**src/rtl/ibex_multdiv_ctrl_pkg.sv**
```systemverilog
// Shared M-extension definitions: operator encodings and the issue/response
// controller state encoding used by ibex_multdiv_ctrl.
package ibex_multdiv_ctrl_pkg;

  localparam int unsigned MD_WIDTH = 32;

  typedef enum logic [1:0] {
    MD_OP_MULL = 2'b00,
    MD_OP_MULH = 2'b01,
    MD_OP_DIV  = 2'b10,
    MD_OP_REM  = 2'b11
  } md_op_e;

  typedef enum logic [1:0] {
    MDC_IDLE  = 2'b00,
    MDC_RUN   = 2'b01,
    MDC_DRAIN = 2'b10,
    MDC_RESP  = 2'b11
  } md_ctrl_state_e;

endpackage

```
**src/rtl/ibex_multdiv_ctrl.sv**
```systemverilog
// Issue/response controller for the multdiv unit: latches one operation, keeps
// the unit enabled until completion, drains killed operations silently.
module ibex_multdiv_ctrl
  import ibex_multdiv_ctrl_pkg::*;
(
  input  logic                clk_i,
  input  logic                rst_ni,

  input  logic                req_valid_i,
  output logic                req_ready_o,
  input  logic [1:0]          req_op_i,
  input  logic [1:0]          req_signed_i,
  input  logic [MD_WIDTH-1:0] req_a_i,
  input  logic [MD_WIDTH-1:0] req_b_i,
  input  logic                kill_i,

  output logic                rsp_valid_o,
  input  logic                rsp_ready_i,
  output logic [MD_WIDTH-1:0] rsp_result_o,

  output logic                md_mult_en_o,
  output logic                md_div_en_o,
  output logic [1:0]          md_operator_o,
  output logic [1:0]          md_signed_mode_o,
  output logic [MD_WIDTH-1:0] md_op_a_o,
  output logic [MD_WIDTH-1:0] md_op_b_o,
  input  logic [MD_WIDTH-1:0] md_result_i,
  input  logic                md_valid_i,
  output logic                busy_o
);

  md_ctrl_state_e      state_q, state_d;
  md_op_e              op_q, op_d;
  logic [1:0]          signed_q, signed_d;
  logic [MD_WIDTH-1:0] a_q, a_d;
  logic [MD_WIDTH-1:0] b_q, b_d;
  logic [MD_WIDTH-1:0] result_q, result_d;
  logic                unit_en;

  always_comb begin
    state_d  = state_q;
    op_d     = op_q;
    signed_d = signed_q;
    a_d      = a_q;
    b_d      = b_q;
    result_d = result_q;

    unique case (state_q)
      MDC_IDLE: begin
        if (req_valid_i && !kill_i) begin
          op_d     = md_op_e'(req_op_i);
          signed_d = req_signed_i;
          a_d      = req_a_i;
          b_d      = req_b_i;
          state_d  = MDC_RUN;
        end
      end
      MDC_RUN: begin
        // A kill coinciding with completion needs no drain: the unit is done.
        if (md_valid_i) begin
          if (kill_i) begin
            state_d = MDC_IDLE;
          end else begin
            result_d = md_result_i;
            state_d  = MDC_RESP;
          end
        end else if (kill_i) begin
          state_d = MDC_DRAIN;
        end
      end
      MDC_DRAIN: begin
        // The unit freezes rather than resets when disabled, so it must finish.
        if (md_valid_i) begin
          state_d = MDC_IDLE;
        end
      end
      MDC_RESP: begin
        if (kill_i || rsp_ready_i) begin
          state_d = MDC_IDLE;
        end
      end
      default: state_d = MDC_IDLE;
    endcase
  end

  always_ff @(posedge clk_i or negedge rst_ni) begin
    if (!rst_ni) begin
      state_q  <= MDC_IDLE;
      op_q     <= MD_OP_MULL;
      signed_q <= '0;
      a_q      <= '0;
      b_q      <= '0;
      result_q <= '0;
    end else begin
      state_q  <= state_d;
      op_q     <= op_d;
      signed_q <= signed_d;
      a_q      <= a_d;
      b_q      <= b_d;
      result_q <= result_d;
    end
  end

  assign unit_en = (state_q == MDC_RUN) || (state_q == MDC_DRAIN);

  // Operator bit 1 separates the divide family (DIV/REM) from multiplies.
  assign md_div_en_o      = unit_en &  op_q[1];
  assign md_mult_en_o     = unit_en & ~op_q[1];
  assign md_operator_o    = op_q;
  assign md_signed_mode_o = signed_q;
  assign md_op_a_o        = a_q;
  assign md_op_b_o        = b_q;
  assign busy_o           = unit_en;

  assign req_ready_o  = (state_q == MDC_IDLE);
  assign rsp_valid_o  = (state_q == MDC_RESP);
  assign rsp_result_o = result_q;

endmodule

```
**config.mk**
```make
export PLATFORM = sky130hd
export DESIGN_NAME = ibex_multdiv_ctrl
export DESIGN_NICKNAME = d
export VERILOG_FILES = /design/src/rtl/ibex_multdiv_ctrl_pkg.sv /design/src/rtl/ibex_multdiv_ctrl.sv
export SDC_FILE = /design/constraint.sdc
export NUM_CORES = 1
export LEC_CHECK = 0
export ABC_AREA = 0
export BUFFER_PORTS_ARGS = -buffer_cell sky130_fd_sc_hd__clkbuf_2
export CORE_ASPECT_RATIO = 1.1
export CORE_MARGIN = 2
export CORE_UTILIZATION = 48
export CTS_CLUSTER_SIZE = 20
export DETAILED_ROUTE_END_ITERATION = 7
export PLACE_DENSITY = 0.85
export SYNTH_ARGS = -nofsm -noshare
export SYNTH_HDL_FRONTEND = slang
export SYNTH_SLANG_ARGS = --single-unit
```
**constraint.sdc**
```tcl
create_clock -name clk_i -period 4.71 [get_ports clk_i]
set_input_delay 0.7065 -clock clk_i [delete_from_list [all_inputs] [get_ports clk_i]]
set_output_delay 0.7065 -clock clk_i [all_outputs]
set_load 0.01 [all_outputs]
```
After elaboration in Yosys (flattened, before gate mapping)
Cells that the tools add are included.
- flip-flop bits (word level): 102
- bits of input ports: 106
- word-level logic and storage cells: 32
- eq/ne operators: 7
- multiplexer cells: 7
- bitwise operators: 4
- reduce and logical (&&, ||, !) cells: 8
- operators with widths (operator ; count):
    $mux 2 ; 6
    $pmux 2 s4 ; 1
    $eq 2x2->1 const B ; 2
    $ne 2x1->1 const B ; 2
    $reduce_and 4->1 ; 1
    $ne 3x3->1 const B ; 1
    $reduce_and 3->1 ; 1
    $and 1x1->1 ; 2
    $eq 2x1->1 const B ; 1
    $logic_not 2->1 ; 1
    $logic_or 1x1->1 ; 2
    $ne 2x2->1 const B ; 1
    $not 1->1 ; 2
    $reduce_and 2->1 ; 1
    $logic_and 1x1->1 ; 1
    $logic_not 1->1 ; 1

Depth between registers and ports, before layout
- depth after elaboration: 4
- mapped depth: 6
- gate-level depth less buffers: 5

Worst setup path before layout
Ideal clock, no wire load.
- path type: register to output
- start: register state_q[1]
- end: output md_mult_en_o
- data arrival time: 0.999 ns
- required time: 4.003 ns
- path slack: 3.004 ns
- cell stages (with the launch flop): 4
- path buffers: 0
- path through: dfrtp_1 inv_1 ha_1 nor2b_1
- cells in the longest elaborated chain, start to end: 3
- elaborated cells on any way between the ends: 4
- RTL lines (item ; RTL line ; RTL):
    start, declared ; ibex_multdiv_ctrl.sv:32 ; md_ctrl_state_e state_q, state_d;
    start signal, assigned ; ibex_multdiv_ctrl.sv:95 ; state_q <= state_d;
    $eq 2x1->1 or $eq 2x2->1 (tied branches) ; ibex_multdiv_ctrl.sv:104 ; assign unit_en = (state_q == MDC_RUN) || (state_q == MDC_DRAIN);
    $logic_or 1x1->1 * ; ibex_multdiv_ctrl.sv:104 ;
    net busy_o ; ibex_multdiv_ctrl.sv:29 ; output logic busy_o
    $and 1x1->1 * ; ibex_multdiv_ctrl.sv:108 ; assign md_mult_en_o = unit_en & ~op_q[1];
    end, declared ; ibex_multdiv_ctrl.sv:21 ; output logic md_mult_en_o,
Mark *: on every way through the listed nets, which the timed path passes. The rest lies on a longest branch.

Worst setup path in the final report
- start: register state_q[0]
- end: register b_q[22], in the netlist md_op_b_o[22]
- cells in the longest elaborated chain, start to end: 2
- RTL lines (item ; RTL line ; RTL):
    $logic_not 2->1 ; ibex_multdiv_ctrl.sv:48 ; unique case (state_q)
    $reduce_and 2->1 (no line) ; n/a ;
    end signal, assigned ; ibex_multdiv_ctrl.sv:92 ; b_q <= '0;
    end signal, assigned ; ibex_multdiv_ctrl.sv:99 ; b_q <= b_d;
    end, declared ; ibex_multdiv_ctrl.sv:36 ; logic [MD_WIDTH-1:0] b_q, b_d;
Every way passes these cells.
A chain may end at the register's enable or synchronous reset.

==> results.json <==
{
  "cp_top_family": "simple AND/OR/NAND/NOR gates",
  "initial_core_util_pct": 49.5,
  "post_cts_resized": 0,
  "worstSetupEndpointType": "flop",
  "clock.fmax_mhz": 446,
  "yosysWarnings": 0,
  "clock_path_buffers": 2,
  "synth_cell_type_count": 20,
  "grt_antenna_before_repair": 0,
  "drive_gt1_share_pct": 72.8,
  "path_class": "flop to flop",
  "grtUsageTotal_pct": 19.2,
  "port_buffers": 210,
  "synth.largest_area_cell": "dfrtp_1",
  "seqCellArea_um2": 2550,
  "maxCapViolCount": 0,
  "period_share_pct": 47.6,
  "dp_hpwl_um": 6500,
  "io_pins": 211,
  "power_density_nw_per_um2": 683,
  "via_count": 2714,
  "cp_slowest_cell": "nand3_4",
  "die_area_um2": 8910,
  "num_antenna_cells": 0,
  "max_slew_margin_pct": 38.6,
  "critPathMaxStageDelay_ps": 670,
  "critPathRequiredTime_ps": 4930,
  "fin_area_um2": 5290,
  "first_pass_iters": 4,
  "clk_latency_ps": 350,
  "drc_errors": 0,
  "clk_pin_slew_worst_paths_ps": 100,
  "reg2reg_depth": 4,
  "wirelength_um": 8340,
  "hold_buffers": 0,
  "gp_congestion": 0.770,
  "yosys-top-cells-count": "dfrtp_1, mux2_2, buf_2",
  "synth_ff_type": "dfrtp_1",
  "drt_iter0_markers": 46,
  "nFillCells": 613,
  "hold_path_class": "primary input to asynchronous set/reset pin",
  "fp.dieW_um": 90.2,
  "critPathMaxFanout": 68,
  "post-route-util_pct": 66.8,
  "synth_edf_count": 0,
  "path_depth": 4,
  "synthTopCellsByArea": "dfrtp_1, mux2_2, ha_1",
  "grt_max_degree": 69,
  "setup_viol": 0,
  "fin_setup_tns_ps": 0,
  "final_max_slew_viol_count": 0,
  "placed_area_um2": 5060,
  "yosysMostFrequentCell": "dfrtp_1",
  "grt_setup_unrepaired": "no",
  "numCtsBuffers": 9,
  "cts_tree": "yes",
  "grt_pass1_vias": 2883,
  "final_hold_viol_count": 0,
  "grt_pass1_wl_um": 13500,
  "p_leak_nw": 2.72,
  "synth_top_area_share_pct": 65.1,
  "peakVddDrop_uv": 321,
  "synth-seq-cells": 102,
  "worstSetupStartpointType": "flop",
  "areaGrowthSynthToFinish_pct": 34.9,
  "synthesis.nets": 345,
  "synthArstFlopShare_pct": 100,
  "path_cells": "inv_1 > ha_1 > nand3_4 > mux2_1",
  "multi_input_area_um2": 1290,
  "overflow": 0,
  "synth-seq-area-share_pct": 65.1,
  "worst-path-buf-inv": 1,
  "fin_nets": 558,
  "cts-root-buf": "clkbuf_8",
  "cts_setup_buffers": 0,
  "cts_max_level": 3,
  "skew_ps": 11.7,
  "routedWlPerCell_um": 14.9,
  "dieHeight_um": 98.8,
  "period_minus_slack_ps": 2240,
  "worstMarginPinSlew_ps": 921,
  "outcome": "finished clean",
  "rows": 34,
  "viasPerCell": 4.85,
  "arrival_ps": 2460,
  "netlist_area_um2": 3920,
  "coreArea_um2": 7910,
  "ant_nets": 0,
  "cts_num_sinks": 102,
  "fin_ws_ps": 2470,
  "synth_cells": 234,
  "synth.avg_cell_area_um2": 16.8,
  "dp_worst_setup_slack_ps": 2340
}
## layer usage
| layer | vias up | track usage [%] | part of all wire [%] |
|---|---|---|---|
| met5 | - | 0 | 0 |
| met2 | 123 | 32.9 | 53 |
| li1 | 1242 | - | - |
| met1 | 1332 | 22.3 | 38 |
| met3 | 17 | 5.73 | 7.1 |
| met4 | 0 | 9.23 | 2.6 |
## power by group
part,internal [W],leakage (nW),switching (W)
logic,0.000770,1.40,0.000691
clock network,0.000315,0.113,0.000279
registers,0.00132,1.21,0.000231
## per-stage QoR
step	cells	hold slack (ps)	total power [W]
after global routing	560	439	0.00384
after floorplan	234	411	0.00238
after global placement	544	473	0.00299
after CTS	560	409	0.00366
final	560	383	0.00361
after detailed placement	544	487	0.00306
## state kept, by name, summed over array words and instances, names as in the netlist
register / count
md_op_a_o: 32
md_operator_o: 2
rsp_result_o: 32
md_signed_mode_o: 2
md_op_b_o: 32
state_q: 2
## layout by cell type (no fill, tap or decap), types with 2 or more instances in the layout
cell,instances
clkinv_4,2
bufinv_16,2
clkbuf_2,209
buf_4,3
nor2b_1,2
dfrtp_1,102
inv_1,2
mux2_2,100
ha_1,5
clkbuf_8,10
## path summary, 6_finish.rpt
path | from | end | slack [ps]
min in group clk_i | md_op_b_o[22]$_DFFE_PN0P_ | md_op_b_o[22]$_DFFE_PN0P_ | 500
worst max-delay path | state_q[0]$_DFFE_PN0P_ | md_op_b_o[22]$_DFFE_PN0P_ | 2470
max in group asynchronous | rst_ni | md_op_b_o[22]$_DFFE_PN0P_ | 3260
worst min-delay path | rst_ni | rsp_result_o[7]$_DFFE_PN0P_ | 380
worst min register to register | md_op_b_o[22]$_DFFE_PN0P_ | md_op_b_o[22]$_DFFE_PN0P_ | 500
worst max register to register | state_q[0]$_DFFE_PN0P_ | md_op_b_o[22]$_DFFE_PN0P_ | 2470
## layout make-up
type                            instances  area share [%]
Timing Repair Buffer                  212            20.2
Clock inverter                          5            1.56
Multi-Input combinational cell        119            24.5
Tap cell                              108            2.56
Clock buffer                           11            2.67
Sequential cell                       102            48.3
Inverter                                3           0.213
## logic make-up (layout without fill, tap and decap cells)
kind of cell | Yosys count | after routing | synth area share [%]
adder cells (fa/ha/maj) | 5 | 5 | 1.60
flip-flops | 102 | 102 | 65.1
buffers and inverters | 13 | 231 | 2.04
multiplexers | 102 | 102 | 29.3
AO/OA/AOI/OAI | 5 | 5 | 0.862
AND/OR/NAND/NOR | 7 | 7 | 1.12
(Power assumes the default switching activity.)
